`src/rtl/mem_boot_loader.sv`:
```
// mem_boot_loader: framed byte-stream boot loader feeding SRAM port 2.
// Frame = A5, LEN_HI, LEN_LO, 4*N data bytes (big-endian words), XOR CSUM.
// Ports: i_clk/i_rst (async active-low), byte stream in (valid/ready),
//        registered SRAM write port out (addr/wdata/bwe), cpu_hold,
//        load_done (level) and load_err (sticky until the next sync byte).
// Write latency: one cycle after the 4th data byte is accepted; one byte/cycle max.

`ifndef MEM_ADDR_WIDTH
`define MEM_ADDR_WIDTH 10
`endif

module mem_boot_loader #(
  parameter int          ADDR_W    = `MEM_ADDR_WIDTH,
  parameter int unsigned BASE_WORD = 0
) (
  input  logic              i_clk,
  input  logic              i_rst,
  input  logic              i_byte_valid,
  input  logic [7:0]        i_byte_data,
  output logic              o_byte_ready,
  output logic [ADDR_W-1:0] o_mem_addr,
  output logic [31:0]       o_mem_wdata,
  output logic [3:0]        o_mem_bwe,
  output logic              o_cpu_hold,
  output logic              o_load_done,
  output logic              o_load_err
);

  localparam logic [7:0] SYNC_BYTE = 8'hA5;

  typedef enum logic [2:0] {
    S_IDLE   = 3'd0,
    S_LEN_HI = 3'd1,
    S_LEN_LO = 3'd2,
    S_DATA   = 3'd3,
    S_CSUM   = 3'd4,
    S_DONE   = 3'd5
  } state_t;

  // FSM state
  state_t r_state;
  state_t w_state_nxt;

  // Datapath registers
  logic [15:0]       r_count;     // frame word count N
  logic [15:0]       r_word_idx;  // words written so far in this frame
  logic [1:0]        r_byte_cnt;  // byte position inside the current word
  logic [23:0]       r_word;      // first three bytes of the word being assembled
  logic [7:0]        r_acc;       // running XOR of data bytes
  logic [ADDR_W-1:0] r_waddr;     // address the next completed word goes to
  logic [ADDR_W-1:0] r_mem_addr;
  logic [31:0]       r_mem_wdata;
  logic [3:0]        r_mem_bwe;
  logic              r_load_err;

  // Control strobes from the FSM to the datapath
  logic w_ready;
  logic w_accept;
  logic w_start;
  logic w_len_hi;
  logic w_len_lo;
  logic w_data;
  logic w_wr;
  logic w_csum_bad;
  logic w_last_word;
  logic [15:0] w_len_full;

  assign w_ready     = (r_state != S_DONE);
  assign w_accept    = i_byte_valid & w_ready;
  // In DATA the count is known to be non-zero, so N-1 does not underflow.
  assign w_last_word = (r_word_idx == (r_count - 16'd1));
  assign w_len_full  = {r_count[15:8], i_byte_data};

  // ---------------------------------------------------------------------------
  // State register
  // ---------------------------------------------------------------------------
  always_ff @(posedge i_clk or negedge i_rst) begin
    if (!i_rst) begin
      r_state <= S_IDLE;
    end else begin
      r_state <= w_state_nxt;
    end
  end

  // ---------------------------------------------------------------------------
  // Next-state and datapath strobes. Nothing moves unless a byte is accepted,
  // so gaps in i_byte_valid simply stall the frame.
  // ---------------------------------------------------------------------------
  always_comb begin
    w_state_nxt = r_state;
    w_start     = 1'b0;
    w_len_hi    = 1'b0;
    w_len_lo    = 1'b0;
    w_data      = 1'b0;
    w_wr        = 1'b0;
    w_csum_bad  = 1'b0;

    if (w_accept) begin
      case (r_state)
        S_IDLE: begin
          // Anything other than the sync byte is line noise and is dropped.
          if (i_byte_data == SYNC_BYTE) begin
            w_start     = 1'b1;
            w_state_nxt = S_LEN_HI;
          end
        end
        S_LEN_HI: begin
          w_len_hi    = 1'b1;
          w_state_nxt = S_LEN_LO;
        end
        S_LEN_LO: begin
          w_len_lo    = 1'b1;
          w_state_nxt = (w_len_full != 16'd0) ? S_DATA : S_CSUM;
        end
        S_DATA: begin
          w_data = 1'b1;
          if (r_byte_cnt == 2'd3) begin
            w_wr = 1'b1;
            if (w_last_word) begin
              w_state_nxt = S_CSUM;
            end
          end
        end
        S_CSUM: begin
          if (i_byte_data == r_acc) begin
            w_state_nxt = S_DONE;
          end else begin
            w_csum_bad  = 1'b1;
            w_state_nxt = S_IDLE;
          end
        end
        default: begin
          // S_DONE never accepts; any illegal encoding falls back to IDLE.
          if (r_state != S_DONE) begin
            w_state_nxt = S_IDLE;
          end
        end
      endcase
    end
  end

  // ---------------------------------------------------------------------------
  // Datapath: length latch, word assembly, checksum, SRAM write port
  // ---------------------------------------------------------------------------
  always_ff @(posedge i_clk or negedge i_rst) begin
    if (!i_rst) begin
      r_count     <= 16'd0;
      r_word_idx  <= 16'd0;
      r_byte_cnt  <= 2'd0;
      r_word      <= 24'd0;
      r_acc       <= 8'd0;
      r_waddr     <= ADDR_W'(BASE_WORD);
      r_mem_addr  <= '0;
      r_mem_wdata <= 32'd0;
      r_mem_bwe   <= 4'h0;
      r_load_err  <= 1'b0;
    end else begin
      // Byte enables are a single-cycle pulse; address/data hold afterwards.
      r_mem_bwe <= w_wr ? 4'hF : 4'h0;

      if (w_start) begin
        r_acc      <= 8'd0;
        r_load_err <= 1'b0;
        r_word_idx <= 16'd0;
        r_byte_cnt <= 2'd0;
        r_waddr    <= ADDR_W'(BASE_WORD);
      end

      if (w_len_hi) begin
        r_count[15:8] <= i_byte_data;
      end

      if (w_len_lo) begin
        r_count[7:0] <= i_byte_data;
      end

      if (w_data) begin
        r_word     <= {r_word[15:0], i_byte_data};
        r_acc      <= r_acc ^ i_byte_data;
        r_byte_cnt <= r_byte_cnt + 2'd1;
      end

      if (w_wr) begin
        r_mem_addr  <= r_waddr;
        r_mem_wdata <= {r_word, i_byte_data};
        // Natural ADDR_W-bit overflow gives the wrap from the top word to 0.
        r_waddr     <= r_waddr + ADDR_W'(1);
        r_word_idx  <= r_word_idx + 16'd1;
      end

      if (w_csum_bad) begin
        r_load_err <= 1'b1;
      end
    end
  end

  assign o_byte_ready = w_ready;
  assign o_mem_addr   = r_mem_addr;
  assign o_mem_wdata  = r_mem_wdata;
  assign o_mem_bwe    = r_mem_bwe;
  assign o_load_done  = (r_state == S_DONE);
  // The processor stays in reset for every state except a verified load.
  assign o_cpu_hold   = (r_state != S_DONE);
  assign o_load_err   = r_load_err;

endmodule

```
`config.mk`:
```
export PLATFORM = sky130hd
export DESIGN_NAME = mem_boot_loader
export DESIGN_NICKNAME = d
export VERILOG_FILES = /design/src/rtl/mem_boot_loader.sv
export SDC_FILE = /design/constraint.sdc
export NUM_CORES = 1
export LEC_CHECK = 0
export BUFFER_PORTS_ARGS = -buffer_cell sky130_fd_sc_hd__buf_2
export CORE_ASPECT_RATIO = 1.75
export CORE_MARGIN = 2
export CORE_UTILIZATION = 38
export CTS_BUF_LIST = sky130_fd_sc_hd__clkbuf_16
export CTS_CLUSTER_DIAMETER = 40
export DETAILED_ROUTE_END_ITERATION = 16
export HOLD_SLACK_MARGIN = 0.12
export SLEW_MARGIN = 20
export SYNTH_ARGS = -nofsm -noshare
export SYNTH_HDL_FRONTEND = slang
export SYNTH_SLANG_ARGS = --single-unit
export TNS_END_PERCENT = 50
```
`constraint.sdc`:
```
create_clock -name i_clk -period 2.27 [get_ports i_clk]
set_input_delay 0.1135 -clock i_clk [delete_from_list [all_inputs] [get_ports i_clk]]
set_output_delay 0.1135 -clock i_clk [all_outputs]
set_load 0.005 [all_outputs]
```
# Yosys cells after proc, flatten, opt, wreduce, memory -nomap -nowiden
# Index checks and enable logic that the tools add are counted.
[word_totals]
reg_bits = 126
input_bits = 11
out_inout_bits = 50
wordCells = 71
[classes]
addsub = 4
eq_ne = 13
n_mux = 33
n_bitwise = 2
reduce_logical = 7
[op_table]
columns = ["cell", "n"]
rows = [
  ["16-bit 2-to-1 mux", 2],
  ["10-bit 2-to-1 mux", 2],
  ["3-bit 2-to-1 mux", 6],
  ["1-bit 2-to-1 mux", 17],
  ["16-bit by 1-bit adder with 16-bit output (second input constant)", 1],
  ["16-bit equality test", 1],
  ["8-bit 2-to-1 mux", 2],
  ["16-bit nonzero test", 1],
  ["16-bit by 1-bit subtractor with 16-bit output (second input constant)", 1],
  ["3-bit one-hot mux with 5 select lines", 1],
  ["10-bit by 1-bit adder with 10-bit output (second input constant)", 1],
  ["8-bit equality test", 1],
  ["8-bit equality test (second input constant)", 1],
  ["8-bit bitwise XOR", 1],
  ["3-bit by 2-bit equality test with 1-bit output (second input constant)", 2],
  ["3-bit equality test (second input constant)", 2],
  ["2-bit != test (second input constant)", 3],
  ["2-bit nonzero test", 3],
  ["6-bit nonzero test", 1],
  ["5-bit AND reduction", 1],
  ["2-bit 2-to-1 mux", 2],
  ["4-bit 2-to-1 mux", 1],
  ["3-bit by 1-bit equality test with 1-bit output (second input constant)", 1],
  ["3-bit zero test", 1],
  ["4 further kinds", 4],
]

# Depth between registers and ports, before layout
# Gate-level depths: netlist of run 1.
[logic_depth]
depth_word = 6
depth_mapped = 10
depth_no_buf = 8

# Least setup slack after synthesis of run 1
# No wires, ideal clock.
[synth_timing]
path_type = "reg-to-reg"
startpoint = "register r_count[0]"
endpoint = "register r_state[0]"
setup_time_ns = 0.138
t_arrival_ns = 2.065
setup_slack_ns = 0.067
stages_incl_launch_ff = 11
path_buffers = 2
period_less_slack_ns = 2.203
cell_sequence = "dfrtp_1 -> buf_2 -> inv_1 -> ha_1 -> clkbuf_8 -> xor3_1 -> o32a_1 -> o211ai_1 -> nand4_1 -> nor4_2 -> o221ai_1"
[synth_via]
elab_chain_len = 4
[synth_rtl]
columns = ["element", "line_no", "rtl"]
rows = [
  ["start: declaration", "45", "logic [15:0] r_count;"],
  ["start signal: assignment", "174", "r_count[7:0] <= i_byte_data;"],
  ["16-bit by 1-bit subtractor with 16-bit output", "71", "assign w_last_word = (r_word_idx == (r_count - 16'd1));"],
  ["16-bit equality test", "71", ""],
  ["2-bit != test (no line)", "n/a", ""],
  ["5-bit AND reduction (no line)", "n/a", ""],
  ["end signal: assignment", "81", "r_state <= w_state_nxt;"],
  ["end: declaration", "41", "state_t r_state;"],
]
# Every way passes these cells.
# A chain may end at the register's enable or synchronous reset.

# Final worst setup path of run 1
[layout_timing]
startpoint = "register r_count[2]"
endpoint = "register r_state[1]"
# Same word-level chain as after synthesis.

==> results.md, run 1 <==
- Post-Synthesis Cell Area: 5770 sq um
- Crit path largest cell delay: 550 ps
- Worst-case clock skew: 7.44 ps
- Rel. slew slack: 63.5%
- Critical path capture point type: flip-flop
- Top cells by area, synth: dfrtp_1 53%, nand2_1 15%, o21ai_0 4.3%
- Nets: 747
- Final setup viols: 3
- Hpwl dp: 10,500 um
- RePlAce Congestion: 0.835
- Crit path buf inv count: 2
- Pleak: 3.58 nW
- Initial antenna violation count: 0
- Cell breakdown of the critical path: or4_4 -> buf_4 -> nor2_1 -> a311o_1 -> nand4_1 -> nor4_2 -> buf_4 -> o21ai_0
- Reg clk slew, reported paths: 60 ps
- TritonCTS buffer count: 17
- Startpoint Class: flip-flop
- Post-Syn Nets: 653
- Sequential cell area fraction in the yosys report: 53.3%
- Synth Area in Adders: 0.867%
- Max Root-Sink Buffers: 2
- H-tree depth: 4
- Die ar.: 16,200 sq um
- Latest clock arrival within the worst-skew pair: 420 ps
- Final Util: 48.2%
- DR vias/cell: 5.19
- CP top delay family: simple AND/OR/NAND/NOR gates
- Final min period: 2330 ps
- Crit-path max FO: 5
- Slew @ Worst Pin: 547 ps
- Total GRT Usage: 19.1%
- Most frequent cells in the layout: 232 x nand2_1, 121 x dfrtp_1, 59 x buf_2
- CTS tree: built
- Post-route cell area: 7160 sq um
- Final worst-path cycle share: 103%
- Top cell by count, worst path: buf_4
- Finished Layout Cells: 928
- Hold slack: 167 ps
- CTS Root Buffer Type: clkbuf_16
- Final WL: 14,900 um
- Fillers: 1,428
- Cell Area, Placed: 6450 sq um
- Gr ovfl total: 0
- YS warnings: 0
- Slowest-stage cell, CP: or4_4
- Asr flop ratio synth: 100%
- Vias in the first global route: 4,969
- Failing checks: setup timing
- MaxCap Viol Count: 0
- RSZ-0062 raised after global routing: true
- Yosys top cell area share: 53.3%
- Core ar.: 14,800 sq um
- Core Rows: 59
- CP arrival: 2610 ps
- IO buf count: 60
- Avg Inst Size Synth: 9.04 sq um
- Required time worst endpoint: 2550 ps
- Outcome: finished, violations left
- Synth Instances: 638
- Pre-CTS setup slack: -85.3 ps
- Worst Setup Path Type: reg -> reg
- Routed Antenna Nets: 0
- Die X-Extent: 97.2 um
- First-pass GRT wire length: 24,800 um
- Ant diodes: 0
- Vias post-DR: 4,818
- Starting Density: 38.9%
- Worst min path class: in -> async
- Commonest non-fill, non-tap cell in the layout: nand2_1
- Post-CTS setup buffer count: 0
- Area Growth Syn to Fin: 24.0%
- DRT Pass-1 Iters: 5
- Top_reg_cell synth: dfrtp_1
- Die Y: 167 um
- Worst VDD drop: 0.547 mV
- CTS Sinks: 123
- EDFF count, synth: 0
- Distinct cells, synth: 56
- Avg WL per Cell: 16.1 um
- Final Worst Setup Slack: -64.1 ps
- Total power draw: 7.32 mW
- Final hold violations: 0
- Xor/xnor share of the synthesized area: 4.21%
- Residual DRC: 0
- Area fraction in compound gates after synthesis: 9.61%
- I/O Pins: 61
- Power Density: 1020 nW/um^2
- Setup TNS: -158 ps
- Area leader, netlist: dfrtp_1
- Slew Viols, Final: 0
- Fmax: 428 MHz
- Largest family of logic cells by synthesized area: simple AND/OR/NAND/NOR gates
- Seq cells post-synth: 123
- Cell total after placement: 886
- Multiplexer area fraction after synthesis: 3.38%
- Layout cells sized above 1: 21.6%
- DR iter-0 viols: 268
- Post-synthesis simple-gate area fraction: 25.0%
- Largest net degree at the start of global routing: 70
==> layout make-up <==
cell class	count	area, sq um	share of cell area, %
Sequential cell	123	3080	43.0
Multi-Input combinational cell	470	2500	34.9
Timing Repair Buffer	110	716	10.0
Clock buffer	17	425	5.94
Tap cell	183	229	3.20
Clock inverter	15	171	2.39
Inverter	10	37.5	0.524
==> flip-flops by register name, summed over array words and instances, names as in the netlist <==
signal       count
o_mem_bwe        1
r_state          3
r_acc            8
r_waddr         10
o_load_err       1
o_mem_wdata     32
r_byte_cnt       2
o_mem_addr      10
r_word_idx      16
r_word          24
r_count         16
==> power breakdown <==
| group | total (mW) | switching, mW | internal [mW] |
|---|---|---|---|
| registers | 3.02 | 0.345 | 2.67 |
| logic | 1.56 | 0.844 | 0.719 |
| clock network | 2.73 | 1.16 | 1.57 |
==> kinds of logic after synthesis <==
| group | count (synthesis) |
|---|---|
| AND/OR/NAND/NOR | 332 |
| flip-flops | 123 |
| AO/OA/AOI/OAI | 90 |
| buffers and inverters | 45 |
| XOR/XNOR | 26 |
| multiplexers | 18 |
| adder cells (fa/ha/maj) | 4 |
==> layer usage <==
layer / vias up / GRT usage, % / wire length (um) / share of wire, %
li1: 2338 / - / - / -
met1: 2325 / 22.0 / 6020 / 40
met4: 0 / 9.25 / 405 / 2.7
met3: 26 / 3.65 / 581 / 3.9
met2: 129 / 33.8 / 7920 / 53
met5: - / 0 / 0 / 0
==> path summary, 6_finish.rpt <==
check                           depth (start not counted)             end  slack (ps)           from
max in group asynchronous                               3   r_word_idx[3]        1400          i_rst
min in group i_clk                                      4      r_state[2]         170   i_byte_valid
worst max-delay path                                    8      r_state[1]         -60     r_count[2]
worst min register to register                          2   o_mem_addr[4]         470  o_mem_addr[4]
worst min-delay path                                    2  o_mem_wdata[5]         170          i_rst
worst max register to register                          8      r_state[1]         -60     r_count[2]
==> cells in the mapped netlist (all sizes together), types with 7 or more instances <==
library cell	n
nor4	7
xnor2	15
o21ai	50
nor2	25
dfrtp	123
nand3	23
buf	10
nand2	233
and3	7
clkbuf	25
xor2	10
nand4	10
inv	10
mux2	12
==> timing repair <==
action	in CTS	in global routing
gates cloned	0	0
gates resized for setup	1	3
hold buffers	10	0
setup endpoints to repair	3	3
hold endpoints to repair	151	0
No activity file was read; power rests on OpenSTA's default activity.
==> run 2: changes to the inputs <==
--- a/config.mk
+++ b/config.mk
@@ -5,6 +5,7 @@
 export SDC_FILE = /design/constraint.sdc
 export NUM_CORES = 1
 export LEC_CHECK = 0
+export ABC_AREA = 1
 export BUFFER_PORTS_ARGS = -buffer_cell sky130_fd_sc_hd__buf_2
 export CORE_ASPECT_RATIO = 1.75
 export CORE_MARGIN = 2
@@ -13,6 +14,7 @@
 export CTS_CLUSTER_DIAMETER = 40
 export DETAILED_ROUTE_END_ITERATION = 16
 export HOLD_SLACK_MARGIN = 0.12
+export MAX_ROUTING_LAYER = met4
 export SLEW_MARGIN = 20
 export SYNTH_ARGS = -nofsm -noshare
 export SYNTH_HDL_FRONTEND = slang
==> run 2 against run 1 <==
  * Cell area decreased by 3.0%
  * First-iteration DRC count increased by 28%
  * Worst setup slack improved by 300 ps
  * Combinational power increased by 61%
  * The run now ends clean
  * Fmax increased by 15%
==> results.md, run 2 <==
- Sequential cell area fraction in the yosys report: 53.8% (+0.45 points)
- DR iter-0 viols: 343 (+28%)
- Most numerous cell in the Yosys netlist: nand2_1
- CTS tree: built
- Cell depth of the worst setup path: 16 (+8)
- Top cells by area, synth: dfrtp_1 54%, nand2_1 13%, o21ai_0 7.2%
- Reg clk slew, reported paths: 60 ps (about the same)
- Flop pwr share: 40.7% (-0.6 points)
- RePlAce Congestion: 0.880 (+5.5%)
- Total GRT Usage: 18.6% (-0.54 points)
- IO buf count: 60 (unchanged)
- Crit path buf inv count: 1 (-1)
- Top cell by count, worst path: nand2_1
- Layout cells sized above 1: 15.3% (-6.3 points)
- Gr ovfl total: 0 (unchanged)
- Slew @ Worst Pin: 628 ps (+81.3 ps)
- Hpwl dp: 10,200 um (-3.6%)
- Avg WL per Cell: 14.6 um (-9.2%)
- Largest net degree at the start of global routing: 53 (-24%)
- Ant diodes: 0 (unchanged)
- Top_reg_cell synth: dfrtp_1
- Power Density: 1270 nW/um^2 (+24%)
- Asr flop ratio synth: 100% (unchanged)
- Capturing point of the worst reg2reg path: r_state[2]
- R2R Path Start: r_count[0]
- Post-Synthesis Cell Area: 5720 sq um (-0.85%)
- GRT Max-Usage Layer: met2
- Routed Antenna Nets: 0 (unchanged)
- Final min period: 2030 ps (-302 ps)
- CP startpoint: r_count[0]
- Distinct cells, synth: 38 (-32%)
- Internal: 5.72 mW (+15%)
- Reg2reg path depth: 16 (+8)
- Seq cells post-synth: 123 (unchanged)
- Die Y: 166 um (-0.42%)
- Post-Syn Nets: 699 (+7.0%)
- Gate power share: 28.4% (+7.0 points)
- Worst VDD drop: 0.712 mV (+30%)
- Clock Power Share: 30.9% (-6.5 points)
- I/O Pins: 61 (unchanged)
- Setup TNS: 0 ps (+158 ps)
- Final setup viols: 0 (-3)
- Grt met3 use: 2.90% (-0.75 points)
- Cell breakdown of the critical path: inv_1 -> ha_1 -> nand2_1 -> nand2_1 -> nor2_1 -> nand2_1 -> nor2_1 -> nand2_1 -> nor2_1 -> nand2_1 -> nor2_1 -> nand3_1 -> nand2_2 -> nand2_1 -> nand2_1 -> nand2_1
- Worst Setup Path Type: reg -> reg
- Crit-path max FO: 4 (-1)
- CP arrival: 2330 ps (-280 ps)
- CTS Sinks: 123 (unchanged)
- Outcome: finished clean
- Pleak: 3.60 nW (+0.58%)
- Vias in the first global route: 4,697 (-5.5%)
- RSZ-0062 raised after global routing: false
- Final WL: 14,000 um (-6.5%)
- Rel. slew slack: 58.1% (-5.4 points)
- Psw: 3.10 mW (+32%)
- YS warnings: 0 (unchanged)
- Area leader, netlist: dfrtp_1
- Worst-case clock skew: 7.13 ps (-0.311 ps)
- Required time worst endpoint: 2570 ps (+20 ps)
- Nets: 775 (+3.7%)
- TritonCTS buffer count: 17 (unchanged)
- Residual DRC: 0 (unchanged)
- Synth Instances: 684 (+7.2%)
- Die ar.: 16,100 sq um (-0.82%)
- R2r setup slk: 240 ps (+300 ps)
- Vias post-DR: 4,760 (-1.2%)
- Avg Inst Size Synth: 8.37 sq um (-7.5%)
- MaxCap Viol Count: 0 (unchanged)
- Most frequent cells in the layout: 204 x nand2_1, 123 x dfrtp_1, 82 x o21ai_0
- Critical path destination: r_state[2]
- Worst min path class: in -> async
- Starting Density: 38.6% (-0.33 points)
- Largest register FFs: 32 (unchanged)
- Core ar.: 14,800 sq um (unchanged)
- First-pass GRT wire length: 23,200 um (-6.4%)
- Fillers: 1,429 (+0.070%)
- Final hold violations: 0 (unchanged)
- Core Rows: 59 (unchanged)
- Switching share of power: 35.2% (+3.0 points)
- Cell total after placement: 913 (+3.0%)
- Final worst-path cycle share: 89.5% (-13 points)
- Max Root-Sink Buffers: 2 (unchanged)
- H-tree depth: 4 (unchanged)
- Yosys top cell area share: 53.8% (+0.45 points)
- Latest clock arrival within the worst-skew pair: 410 ps (about the same)
- Startpoint Class: flip-flop
- Area Growth Syn to Fin: 21.4%
- CTS Root Buffer Type: clkbuf_16
- Slowest-stage cell, CP: dfrtp_1
- Finished Layout Cells: 955 (+2.9%)
- DRT Pass-1 Iters: 5 (unchanged)
- Top cells by count, synth: 205 x nand2_1, 123 x dfrtp_1, 82 x o21ai_0, 68 x inv_1, 50 x nor2_1
- Die X-Extent: 96.8 um (-0.41%)
- Commonest non-fill, non-tap cell in the layout: nand2_1
- Fmax: 492 MHz (+15%)
- M1 GR Usage: 19.7% (-2.3 points)
- DR vias/cell: 4.98 (-4.0%)
- Final Util: 46.8% (-1.4 points)
- Met2 usage: 33.7% (-0.18 points)
- Initial antenna violation count: 0 (unchanged)
- CP top delay family: simple AND/OR/NAND/NOR gates
- Crit path largest cell delay: 360 ps (-190 ps)
- Critical path capture point type: flip-flop
- Slew Viols, Final: 0 (unchanged)
- EDFF count, synth: 0 (unchanged)
-- run 2: layout make-up --
cell class | instances | area (sq um) | share of cell area (%)
inverters | 70 | 263 | 3.78
clock buffers | 17 | 425 | 6.12
multi-input cells | 466 | 2280 | 32.8
well taps | 183 | 229 | 3.30
flip-flops and latches | 123 | 3080 | 44.3
clock inverters | 14 | 169 | 2.43
repair buffers | 82 | 505 | 7.28
-- run 2: per-stage QoR --
step / setup WS (ps) / cell area, sq um / hold WS (ps) / power (mW)
detailed placement: 144 / 6230 / 172 / 6.11
global placement: 231 / 6230 / 158 / 6.00
global route: 5.33 / 6950 / 320 / 9.51
CTS: 148 / 6930 / 275 / 8.89
finish: 237 / 6950 / 260 / 8.83
floorplan: 479 / 5720 / -182 / 5.17
-- run 2: how the worst min path moves through the flow --
stage | from | to | cells past startpoint
final | i_rst | o_mem_wdata[17] | 2
after global routing | i_rst | o_mem_wdata[17] | 2
after CTS | i_rst | o_mem_wdata[17] | 2
after detailed placement | i_rst | o_mem_wdata[17] | 1
after global placement | i_rst | o_mem_wdata[18] | 1
after floorplan | i_rst | o_load_err | 0
-- run 2: power by group through the flow --
stage / Sequential, mW / Clock, mW / Combinational (mW)
6_report: 3.59 / 2.73 / 2.51
2_1_floorplan: 3.50 / 0 / 1.66
4_1_cts: 3.59 / 2.78 / 2.52
3_3_place_gp: 3.58 / 0 / 2.42
3_5_place_dp: 3.62 / 0 / 2.49
5_1_grt: 3.69 / 2.88 / 2.93
-- run 2: kinds of logic after synthesis --
group | Yosys count | synth area share [%]
AND/OR/NAND/NOR | 320 | 23.7
flip-flops | 123 | 53.8
AO/OA/AOI/OAI | 115 | 10.6
buffers and inverters | 95 | 6.63
XOR/XNOR | 26 | 4.24
adder cells (fa/ha/maj) | 4 | 0.875
multiplexers | 1 | 0.175
-- run 2: worst register-to-register path, stage by stage (launching register included) --
cell	delay [ps]
dfrtp_1	360
inv_1	80
ha_1	310
nand2_1	70
nand2_1	50
nor2_1	100
nand2_1	70
nor2_1	120
nand2_1	60
nor2_1	100
nand2_1	60
nor2_1	100
nand3_1	100
nand2_2	100
nand2_1	90
nand2_1	90
nand2_1	60
-- run 2: what timing repair did --
item                                   4_1_cts  5_1_grt
setup endpoints to repair                    0        3
endpoints found under the hold margin       77        0
setup buffers                                0        1
hold buffers                                10        0
resized for setup                            0        4
-- run 2: routing by layer --
layer / share of wire [%] / vias up
li1: - / 2349
met1: 39 / 2275
met2: 55 / 108
met5: 0 / -
met4: 2.6 / 0
met3: 2.6 / 28
==> run 3: changes to the inputs <==
--- a/config.mk
+++ b/config.mk
@@ -6,6 +6,7 @@
 export NUM_CORES = 1
 export LEC_CHECK = 0
 export ABC_AREA = 1
+export ABC_CLOCK_PERIOD_IN_PS = 1900
 export BUFFER_PORTS_ARGS = -buffer_cell sky130_fd_sc_hd__buf_2
 export CORE_ASPECT_RATIO = 1.75
 export CORE_MARGIN = 2
==> constraint.sdc (replaced) <==
create_clock -name i_clk -period 1.9 [get_ports i_clk]
set_input_delay 0.095 -clock i_clk [delete_from_list [all_inputs] [get_ports i_clk]]
set_output_delay 0.095 -clock i_clk [all_outputs]
set_load 0.005 [all_outputs]
==> run 3 against run 2 <==
  * The run now ends with setup timing left
  * Worst setup slack worse by 270 ps
  * Register-to-register slack got worse by 270 ps
  * Sequential power up 19%
  * Wire length increased by 2.2%
  * Via count rose by 1.3%
==> results.md, run 3 (same netlist as run 2, synthesis figures left out) <==
- Outcome: finished, violations left
- Failing checks: setup timing
- DR vias/cell: 4.88 (-2.0%)
- Power Density: 1500 nW/um^2 (+18%)
- Layout cells sized above 1: 21.1% (+5.8 points)
- Core Rows: 59 (unchanged)
- Avg WL per Cell: 14.4 um (-1.2%)
- Total power draw: 11.0 mW (+24%)
- Fmax: 516 MHz (+5.0%)
- CTS Root Buffer Type: clkbuf_16
- Final min period: 1940 ps (-96.5 ps)
- CTS Sinks: 123 (unchanged)
- Nets: 807 (+4.1%)
- Slew Viols, Final: 0 (unchanged)
- Total GRT Usage: 18.8% (+0.24 points)
- Switching share of power: 35.8% (+0.61 points)
- Post-route cell area: 7320 sq um (+5.4%)
- I/O Pins: 61 (unchanged)
- IO buf count: 60 (unchanged)
- Vias post-DR: 4,824 (+1.3%)
- Largest register FFs: 32 (unchanged)
- Starting Density: 38.6% (unchanged)
- Die Y: 166 um (unchanged)
- Psw: 3.93 mW (+26%)
- Final Worst Setup Slack: -36.2 ps (-274 ps)
- Die ar.: 16,100 sq um (unchanged)
- Cell total after placement: 933 (+2.2%)
- Critical path capture point type: flip-flop
- RePlAce Congestion: 0.818 (-7.0%)
- DR iter-0 viols: 204 (-41%)
- Gate power share: 31.6% (+3.2 points)
- RSZ-0062 raised after global routing: true
- Gr ovfl total: 0 (unchanged)
- DRT Pass-1 Iters: 4 (-1)
- Met2 WL: 7900 um (+2.1%)
- R2r setup slk: -40 ps (-270 ps)
- Startpoint Class: flip-flop
- Commonest non-fill, non-tap cell in the layout: nand2_1
- DRT met1 WL: 5720 um (+4.2%)
- Worst min path class: in -> async
- Metal3 WL: 303 um (-17%)
- Latest clock arrival within the worst-skew pair: 410 ps (about the same)
- Most frequent cells in the layout: 200 x nand2_1, 123 x dfrtp_1, 82 x o21ai_0
- Rel. slew slack: 44.6% (-14 points)
- Crit-path max FO: 4 (unchanged)
- CTS tree: built
- Residual DRC: 0 (unchanged)
- Reg clk slew, reported paths: 60 ps (about the same)
- MaxCap Viol Count: 0 (unchanged)
- Ant diodes: 0 (unchanged)
- Routed Antenna Nets: 0 (unchanged)
- Hold slack: 282 ps (+22.0 ps)
- Initial antenna violation count: 0 (unchanged)
- Final hold violations: 0 (unchanged)
- Finished Layout Cells: 988 (+3.5%)
- Cell Area, Placed: 6410 sq um (+2.8%)
- Vias in the first global route: 4,945 (+5.3%)
- Max Root-Sink Buffers: 2 (unchanged)
- Slew @ Worst Pin: 829 ps (+201 ps)
- Worst VDD drop: 0.868 mV (+22%)
- Flop pwr share: 38.8% (-1.9 points)
- Worst-case clock skew: 7.57 ps (+0.435 ps)
- Clock Power Share: 29.6% (-1.3 points)
- Die X-Extent: 96.8 um (unchanged)
- Area Growth Syn to Fin: 28.0%
- Required time worst endpoint: 2200 ps (-370 ps)
- Internal: 7.05 mW (+23%)
- TritonCTS buffer count: 17 (unchanged)
- Largest net degree at the start of global routing: 91 (+72%)
- CP arrival: 2230 ps (-100 ps)
- First-pass GRT wire length: 23,800 um (+2.7%)
- Worst Setup Path Type: reg -> reg
- H-tree depth: 4 (unchanged)
- Final WL: 14,300 um (+2.2%)
- Capturing point of the worst reg2reg path: r_state[2]
- Hpwl dp: 10,000 um (-1.6%)
- R2R Path Start: r_count[1]
- Uppermost layer routed: met4
- Final setup viols: 3 (+3)
- Final worst-path cycle share: 102% (+12 points)
- Pleak: 3.81 nW (+5.7%)
- Reg2reg path depth: 16 (unchanged)
- Core ar.: 14,800 sq um (unchanged)
run 3: changes by cell type in the layout (fill, tap and decap cells not counted), sizes merged:
cell,change
buf,+31
inv,+3
bufinv,-1
clkinvlp,-1
dlygate4sd3,+1
run 3: power by group through the flow:
stage / combinational [mW] / sequential, mW / clock, mW
floorplan: 1.99 / 4.18 / 0
global placement: 3.11 / 4.25 / 0
detailed placement: 3.18 / 4.29 / 0
CTS: 3.44 / 4.25 / 3.30
global route: 3.98 / 4.38 / 3.42
finish: 3.47 / 4.26 / 3.25
run 3: final cells by class:
type                            count  area (sq um)
Clock buffer                       17           425
Timing Repair Buffer              114           781
Clock inverter                     15           164
Inverter                           70           265
Multi-Input combinational cell    466          2380
Tap cell                          183           229
Sequential cell                   123          3080
Fill cell                        1419          7520
run 3: repair_timing:
item                                   4_1_cts  5_1_grt
resized for setup                           18       16
hold buffers                                11        0
buffers inserted                             6        6
pin swaps                                    9       20
endpoints found under the hold margin      161        0
setup endpoints to repair                    4       15
run 3: worst max-delay path by stage:
stage	startpoint	depth (start not counted)	to	slack, ps
after floorplan	r_count[0]	15	r_state[2]	110
after global placement	r_count[0]	16	r_state[2]	-110
after detailed placement	r_count[0]	15	r_state[2]	-180
after CTS	r_count[0]	16	r_state[2]	-20
after global routing	r_count[0]	16	r_state[2]	-210
final	r_count[1]	16	r_state[2]	-40
run 3: layer usage:
layer  vias to the layer above  global-route usage, %
met3                        22                   2.86
li1                       2415                      -
met4                         0                   7.90
met5                         -                      -
met1                      2307                   20.3
met2                        80                   34.1
run 3: worst max-delay path: stages (launching register included):
cell,delay [ps]
dfrtp_1,390
inv_2,70
ha_4,200
nand2_2,50
nand2_2,40
nor2_1,80
nand2_1,70
nor2_2,150
nand2_1,70
nor2_1,90
nand2_1,70
nor2_2,140
nand3_2,80
nand2_2,100
nand2_2,70
nand2_1,90
nand2_1,50
run 3: metrics by stage:
stage                     setup TNS, ps  setup WS [ps]  utilization [%]
after floorplan                       0            109                -
after global placement             -315           -105             43.2
after detailed placement           -534           -182             43.2
after CTS                         -18.2          -18.2             48.6
after global routing               -884           -208             49.3
final                             -66.6          -36.2             49.3
